==> src/rtl/traffic_light_monitor.sv <==
// -----------------------------------------------------------------------------
// traffic_light_monitor
//
// Passive checker for the 3-bit one-hot light bus produced by the traffic-light
// FSM. It follows the observed phase, measures how long each phase is held,
// flags illegal codes, out-of-order transitions and out-of-range dwell times
// (all sticky), and counts completed RED->GREEN cycles. Never drives the FSM.
//
// Ports
//   clk              system clock, rising edge
//   rst              asynchronous active-low reset
//   lights_in[2:0]   observed code: [2]=red, [1]=yellow, [0]=green
//   clear_err        synchronous clear of the sticky error flags
//   phase[1:0]       tracked phase: 00 SYNC, 01 GREEN, 10 YELLOW, 11 RED
//   dwell_cnt        clocks the current phase has been held (saturating)
//   cycle_count[15:0] legal RED->GREEN transitions, wraps
//   cycle_done       one-clock pulse on each legal RED->GREEN transition
//   err_illegal_code sticky: non-one-hot code seen
//   err_bad_order    sticky: transition out of GREEN->YELLOW->RED order
//   err_dwell        sticky: phase held outside its [MIN,MAX] window
//   err_any          registered OR of the three sticky flags
// -----------------------------------------------------------------------------
module traffic_light_monitor #(
  parameter int unsigned GREEN_MIN     = 4,
  parameter int unsigned GREEN_MAX     = 8,
  parameter int unsigned YELLOW_CYCLES = 2,
  parameter int unsigned RED_MIN       = 4,
  parameter int unsigned RED_MAX       = 8,
  parameter int unsigned CNT_W         = 8
) (
  input  logic             clk,
  input  logic             rst,
  input  logic [2:0]       lights_in,
  input  logic             clear_err,
  output logic [1:0]       phase,
  output logic [CNT_W-1:0] dwell_cnt,
  output logic [15:0]      cycle_count,
  output logic             cycle_done,
  output logic             err_illegal_code,
  output logic             err_bad_order,
  output logic             err_dwell,
  output logic             err_any
);

  typedef enum logic [1:0] {
    PH_SYNC   = 2'b00,
    PH_GREEN  = 2'b01,
    PH_YELLOW = 2'b10,
    PH_RED    = 2'b11
  } phase_e;

  localparam logic [CNT_W-1:0] GREEN_MIN_C = CNT_W'(GREEN_MIN);
  localparam logic [CNT_W-1:0] GREEN_MAX_C = CNT_W'(GREEN_MAX);
  localparam logic [CNT_W-1:0] YELLOW_C    = CNT_W'(YELLOW_CYCLES);
  localparam logic [CNT_W-1:0] RED_MIN_C   = CNT_W'(RED_MIN);
  localparam logic [CNT_W-1:0] RED_MAX_C   = CNT_W'(RED_MAX);
  localparam logic [CNT_W-1:0] DWELL_ONE   = CNT_W'(1);

  // State
  phase_e           phase_q,            phase_d;
  logic [CNT_W-1:0] dwell_q,            dwell_d;
  logic [15:0]      cycle_count_q,      cycle_count_d;
  logic             cycle_done_q,       cycle_done_d;
  logic             first_q,            first_d;
  logic             err_illegal_q,      err_illegal_d;
  logic             err_order_q,        err_order_d;
  logic             err_dwell_q,        err_dwell_d;
  logic             err_any_q,          err_any_d;

  // Decode helpers
  logic             code_legal;
  phase_e           code_phase;
  phase_e           succ_phase;
  logic [CNT_W-1:0] cur_min;
  logic [CNT_W-1:0] cur_max;
  logic             set_illegal;
  logic             set_order;
  logic             set_dwell;

  // ---------------------------------------------------------------------------
  // State register
  // ---------------------------------------------------------------------------
  // NOTE: state flops use non-blocking assignments so every flop samples the
  // pre-edge value of every other flop, independent of statement order.
  always_ff @(posedge clk or negedge rst) begin
    if (!rst) begin
      phase_q       <= PH_SYNC;
      dwell_q       <= '0;
      cycle_count_q <= '0;
      cycle_done_q  <= 1'b0;
      first_q       <= 1'b1;
      err_illegal_q <= 1'b0;
      err_order_q   <= 1'b0;
      err_dwell_q   <= 1'b0;
      err_any_q     <= 1'b0;
    end else begin
      phase_q       <= phase_d;
      dwell_q       <= dwell_d;
      cycle_count_q <= cycle_count_d;
      cycle_done_q  <= cycle_done_d;
      first_q       <= first_d;
      err_illegal_q <= err_illegal_d;
      err_order_q   <= err_order_d;
      err_dwell_q   <= err_dwell_d;
      err_any_q     <= err_any_d;
    end
  end

  // ---------------------------------------------------------------------------
  // Next-state logic
  // ---------------------------------------------------------------------------
  // NOTE: every signal assigned here gets a default at the top of the block so
  // no path leaves it unassigned, which would otherwise infer a latch.
  always_comb begin
    code_legal    = 1'b1;
    code_phase    = PH_SYNC;
    succ_phase    = PH_SYNC;
    cur_min       = '0;
    cur_max       = '0;
    set_illegal   = 1'b0;
    set_order     = 1'b0;
    set_dwell     = 1'b0;
    phase_d       = phase_q;
    dwell_d       = dwell_q;
    first_d       = first_q;
    cycle_count_d = cycle_count_q;
    cycle_done_d  = 1'b0;

    case (lights_in)
      3'b001:  code_phase = PH_GREEN;
      3'b010:  code_phase = PH_YELLOW;
      3'b100:  code_phase = PH_RED;
      default: code_legal = 1'b0;
    endcase

    // Dwell window and legal successor of the phase being left/extended.
    // Yellow has a single exact length, so its MIN and MAX coincide.
    case (phase_q)
      PH_GREEN:  begin cur_min = GREEN_MIN_C; cur_max = GREEN_MAX_C; succ_phase = PH_YELLOW; end
      PH_YELLOW: begin cur_min = YELLOW_C;    cur_max = YELLOW_C;    succ_phase = PH_RED;    end
      PH_RED:    begin cur_min = RED_MIN_C;   cur_max = RED_MAX_C;   succ_phase = PH_GREEN;  end
      default:   begin cur_min = '0;          cur_max = '0;          succ_phase = PH_SYNC;   end
    endcase

    if (!code_legal) begin
      // Lose lock: restart tracking as if just out of reset.
      set_illegal = 1'b1;
      phase_d     = PH_SYNC;
      dwell_d     = '0;
      first_d     = 1'b1;
    end else if (phase_q == PH_SYNC) begin
      // Joining mid-stream: the first phase may be partial, so first_q stays
      // set and suppresses its minimum-length check on exit.
      phase_d = code_phase;
      dwell_d = DWELL_ONE;
    end else if (code_phase == phase_q) begin
      if (dwell_q != '1) begin
        dwell_d = dwell_q + DWELL_ONE;
      end
      // Fires exactly once, on the edge the count would reach MAX + 1.
      if (dwell_q == cur_max) begin
        set_dwell = 1'b1;
      end
    end else begin
      if (!first_q && (dwell_q < cur_min)) begin
        set_dwell = 1'b1;
      end
      if (code_phase != succ_phase) begin
        set_order = 1'b1;
      end else if (phase_q == PH_RED) begin
        cycle_done_d  = 1'b1;
        cycle_count_d = cycle_count_q + 16'd1;
      end
      phase_d = code_phase;
      dwell_d = DWELL_ONE;
      first_d = 1'b0;
    end

    // A new error event on the same edge as clear_err wins.
    err_illegal_d = (err_illegal_q & ~clear_err) | set_illegal;
    err_order_d   = (err_order_q   & ~clear_err) | set_order;
    err_dwell_d   = (err_dwell_q   & ~clear_err) | set_dwell;
    err_any_d     = err_illegal_d | err_order_d | err_dwell_d;
  end

  // ---------------------------------------------------------------------------
  // Outputs (all registered)
  // ---------------------------------------------------------------------------
  always_comb begin
    phase            = phase_q;
    dwell_cnt        = dwell_q;
    cycle_count      = cycle_count_q;
    cycle_done       = cycle_done_q;
    err_illegal_code = err_illegal_q;
    err_bad_order    = err_order_q;
    err_dwell        = err_dwell_q;
    err_any          = err_any_q;
  end

endmodule

==> config.mk <==
export PLATFORM = sky130hd
export DESIGN_NAME = traffic_light_monitor
export DESIGN_NICKNAME = d
export VERILOG_FILES = /design/src/rtl/traffic_light_monitor.sv
export SDC_FILE = /design/constraint.sdc
export NUM_CORES = 1
export LEC_CHECK = 0
export ABC_AREA = 0
export BUFFER_PORTS_ARGS = -buffer_cell sky130_fd_sc_hd__buf_4
export CAP_MARGIN = 20
export CELL_PAD_IN_SITES_DETAIL_PLACEMENT = 0
export CELL_PAD_IN_SITES_GLOBAL_PLACEMENT = 1
export CORE_UTILIZATION = 42
export DETAILED_ROUTE_END_ITERATION = 7
export PLACE_DENSITY_LB_ADDON = 0.3
export SLEW_MARGIN = 15
export SYNTH_ARGS = -nofsm -noshare
export SYNTH_HDL_FRONTEND = slang
export SYNTH_SLANG_ARGS = --single-unit
==> constraint.sdc <==
create_clock -name clk -period 2.9 [get_ports clk]
set_input_delay 0.58 -clock clk [delete_from_list [all_inputs] [get_ports clk]]
set_output_delay 0.58 -clock clk [all_outputs]
set_load 0.01 [all_outputs]
==> flow_metrics.tcl <==
set metrics [dict create \
    status "finished clean" \
    drive_gt1_frac 0.233 \
    rsz0062_at_grt "false" \
    final_antenna_net_count 0 \
    boundaryPins 37 \
    mostFrequentLayoutCell "buf_4" \
    grt_pass1_wl_um 6940 \
    critPathMaxFanout 16 \
    die_w_um 69.8 \
    gp_congestion 0.792 \
    antenna_cells 0 \
    clock-sinks 32 \
    route.detailed.drc 0 \
    synth_top_cell_by_area "dfrtp_1" \
    ctsHoldBuffers 0 \
    setup_violations 0 \
    vias 1536 \
    synth_top_flop_cell "dfrtp_1" \
    synthTopCellsByArea "dfrtp_1, xor2_1, ha_1" \
    grt_pass1_vias 1470 \
    max-cap-violations 0 \
    dp.cells 276 \
    netlist_instances 196 \
    worstPathArrival_ns 2.57 \
    routedWlPerCell_um 14.0 \
    yosysUniqueCellTypes 49 \
    multi_input_area_mm2 0.00104 \
    cts_resized 0 \
    setup_tns_ns 0 \
    cts_tree "yes" \
    numCtsBuffers 5 \
    fin_util 0.524 \
    start_kind "flop" \
    die_h_um 69.8 \
    grt_use_total 0.182 \
    ys_ff_latch 32 \
    hold_path.class "in2async" \
    seq_area_um2 802 \
    clk-insertion-delay-late_ns 0.29 \
    slew_violations 0 \
    area_growth_pct 19.1 \
    ys_async_sr_fraction 1.00 \
    clkTransAtPathRegs_ns 0.07 \
    h-tree-depth 2 \
    syn_nets 211 \
    leakage_nw 1.11 \
    numPortBuffers 36 \
    p_per_area_mw_per_mm2 443 \
    cts_buffer_depth 2 \
    antenna_found_initial 0 \
    firstDrtPassIters 4 \
    fin_skew_ns 0.00572 \
    num-nets-final 246 \
    critPathKind "reg2reg" \
    worstMarginPinSlew_ns 0.856 \
    final_area_mm2 0.00230 \
    fin_crit_ns 2.40 \
    syn_avg_cell_area_um2 9.84 \
    ys_warn_count 0 \
    fillers 432 \
    grt_overflow_total 0 \
    totalWireLength_um 3970 \
    core_area_mm2 0.00438 \
    placement_rows 24 \
    worstSetupEndpointType "flop" \
    max-vdd-ir-drop_mv 0.169 \
    ys_seq_area_frac 0.416 \
    drt_first_iter_violations 84 \
    relSlewSlack 0.430 \
    cts_root_buf "clkbuf_8" \
    crit_required_ns 3.08 \
    synth_edf_count 0 \
    final_cells 284 \
    synth_top_area_share 0.402 \
    mappedNetlistArea_mm2 0.00193 \
    timing.final.crit_share 0.827 \
    hold_viol 0 \
    dpl.hpwl_um 2870 \
    die-area_mm2 0.00487 \
    p_total_mw 1.02 \
    grt_max_degree 33 \
    clock.fmax_mhz 417 \
    post-cts-setup-buffers 0 \
    dpl-instance-area_mm2 0.00222 \
    via_per_inst 5.41 \
    final_cell_mix "buf_4, dfrtp_1, xor2_1, nor2_1" \
    floorplan.initialDensity 0.440 \
]
==> routing by layer <==
layer  vias to the layer above  track usage  wire (um)
li1                        775            -          -
met1                       722        0.246       1940
met2                        32        0.277       1810
met3                         7       0.0451        144
met4                         0       0.0800         79
met5                         -            0          0
==> flip-flops by register name, summed over array words and instances (netlist names) <==
register and cells:
err_dwell 1, cycle_count 16, cycle_done 1, err_illegal_code 1, err_any 1, dwell_cnt 8, err_bad_order 1, phase 2
first_q 1
==> metrics by stage <==
stage	hold slack, ns	setup WS, ns
after floorplan	0.284	0.691
after global placement	0.458	0.526
after detailed placement	0.463	0.497
after CTS	0.226	0.473
after global routing	0.246	0.308
final	0.211	0.501
==> path summary, 6_finish.rpt <==
kind | startpoint | depth (start not counted) | slack [ns] | to
max | phase[0]$_DFFE_PN0P_ | 7 | 0.50 | cycle_count[1]$_DFFE_PN0P_
max in group asynchronous | rst | 1 | 2.35 | first_q$_DFFE_PN1P_
min reg2reg | cycle_count[15]$_DFFE_PN0P_ | 1 | 0.47 | cycle_count[15]$_DFFE_PN0P_
min in group clk | clear_err | 2 | 0.47 | err_dwell$_DFF_PN0_
min | rst | 1 | 0.21 | cycle_count[9]$_DFFE_PN0P_
max reg2reg | phase[0]$_DFFE_PN0P_ | 7 | 0.50 | cycle_count[1]$_DFFE_PN0P_
==> synthesized netlist by cell type, types with 2 or more instances <==
library cell / n
dfrtp_1: 31
xor2_1: 17
nor2_1: 16
nand2_1: 11
nand4_1: 11
inv_1: 10
nor3_1: 10
ha_1: 9
nand3_1: 7
nor4_1: 6
a21oi_1: 5
and3_1: 4
and4_1: 4
xnor2_1: 4
nor2b_1: 3
o21ai_0: 3
o21ai_1: 3
a31oi_1: 2
and2_1: 2
buf_2: 2
buf_4: 2
clkbuf_1: 2
mux2_1: 2
nand2b_1: 2
nor3_2: 2
o21bai_1: 2
or3_1: 2
==> power breakdown <==
part           total (mW)  switching, mW  internal (mW)
combinational       0.184          0.105         0.0788
clock               0.329          0.161          0.168
sequential          0.506         0.0339          0.472
==> cell type report <==
class | instances | area share
Tap cell | 52 | 0.0283
Clock buffer | 7 | 0.0332
Sequential cell | 32 | 0.349
Inverter | 10 | 0.0163
Timing Repair Buffer | 36 | 0.118
Clock inverter | 1 | 0.00218
Multi-Input combinational cell | 146 | 0.453
==> kinds of logic after synthesis <==
family                   share of synthesized area
AO/OA/AOI/OAI                               0.0914
XOR/XNOR                                    0.0953
adder cells (fa/ha/maj)                     0.0584
buffers and inverters                       0.0441
flip-flops                                   0.416
multiplexers                                0.0227
AND/OR/NAND/NOR                              0.272
==> worst max-delay path, cell delays in order (launching register included) <==
cell	delay [ns]
dfrtp_1	0.57
inv_1	0.15
ha_1	0.31
o21bai_1	0.20
nand3_1	0.13
nand4b_4	0.26
nor3_2	0.31
mux2_1	0.35
Power figures use the tool's default switching activity.
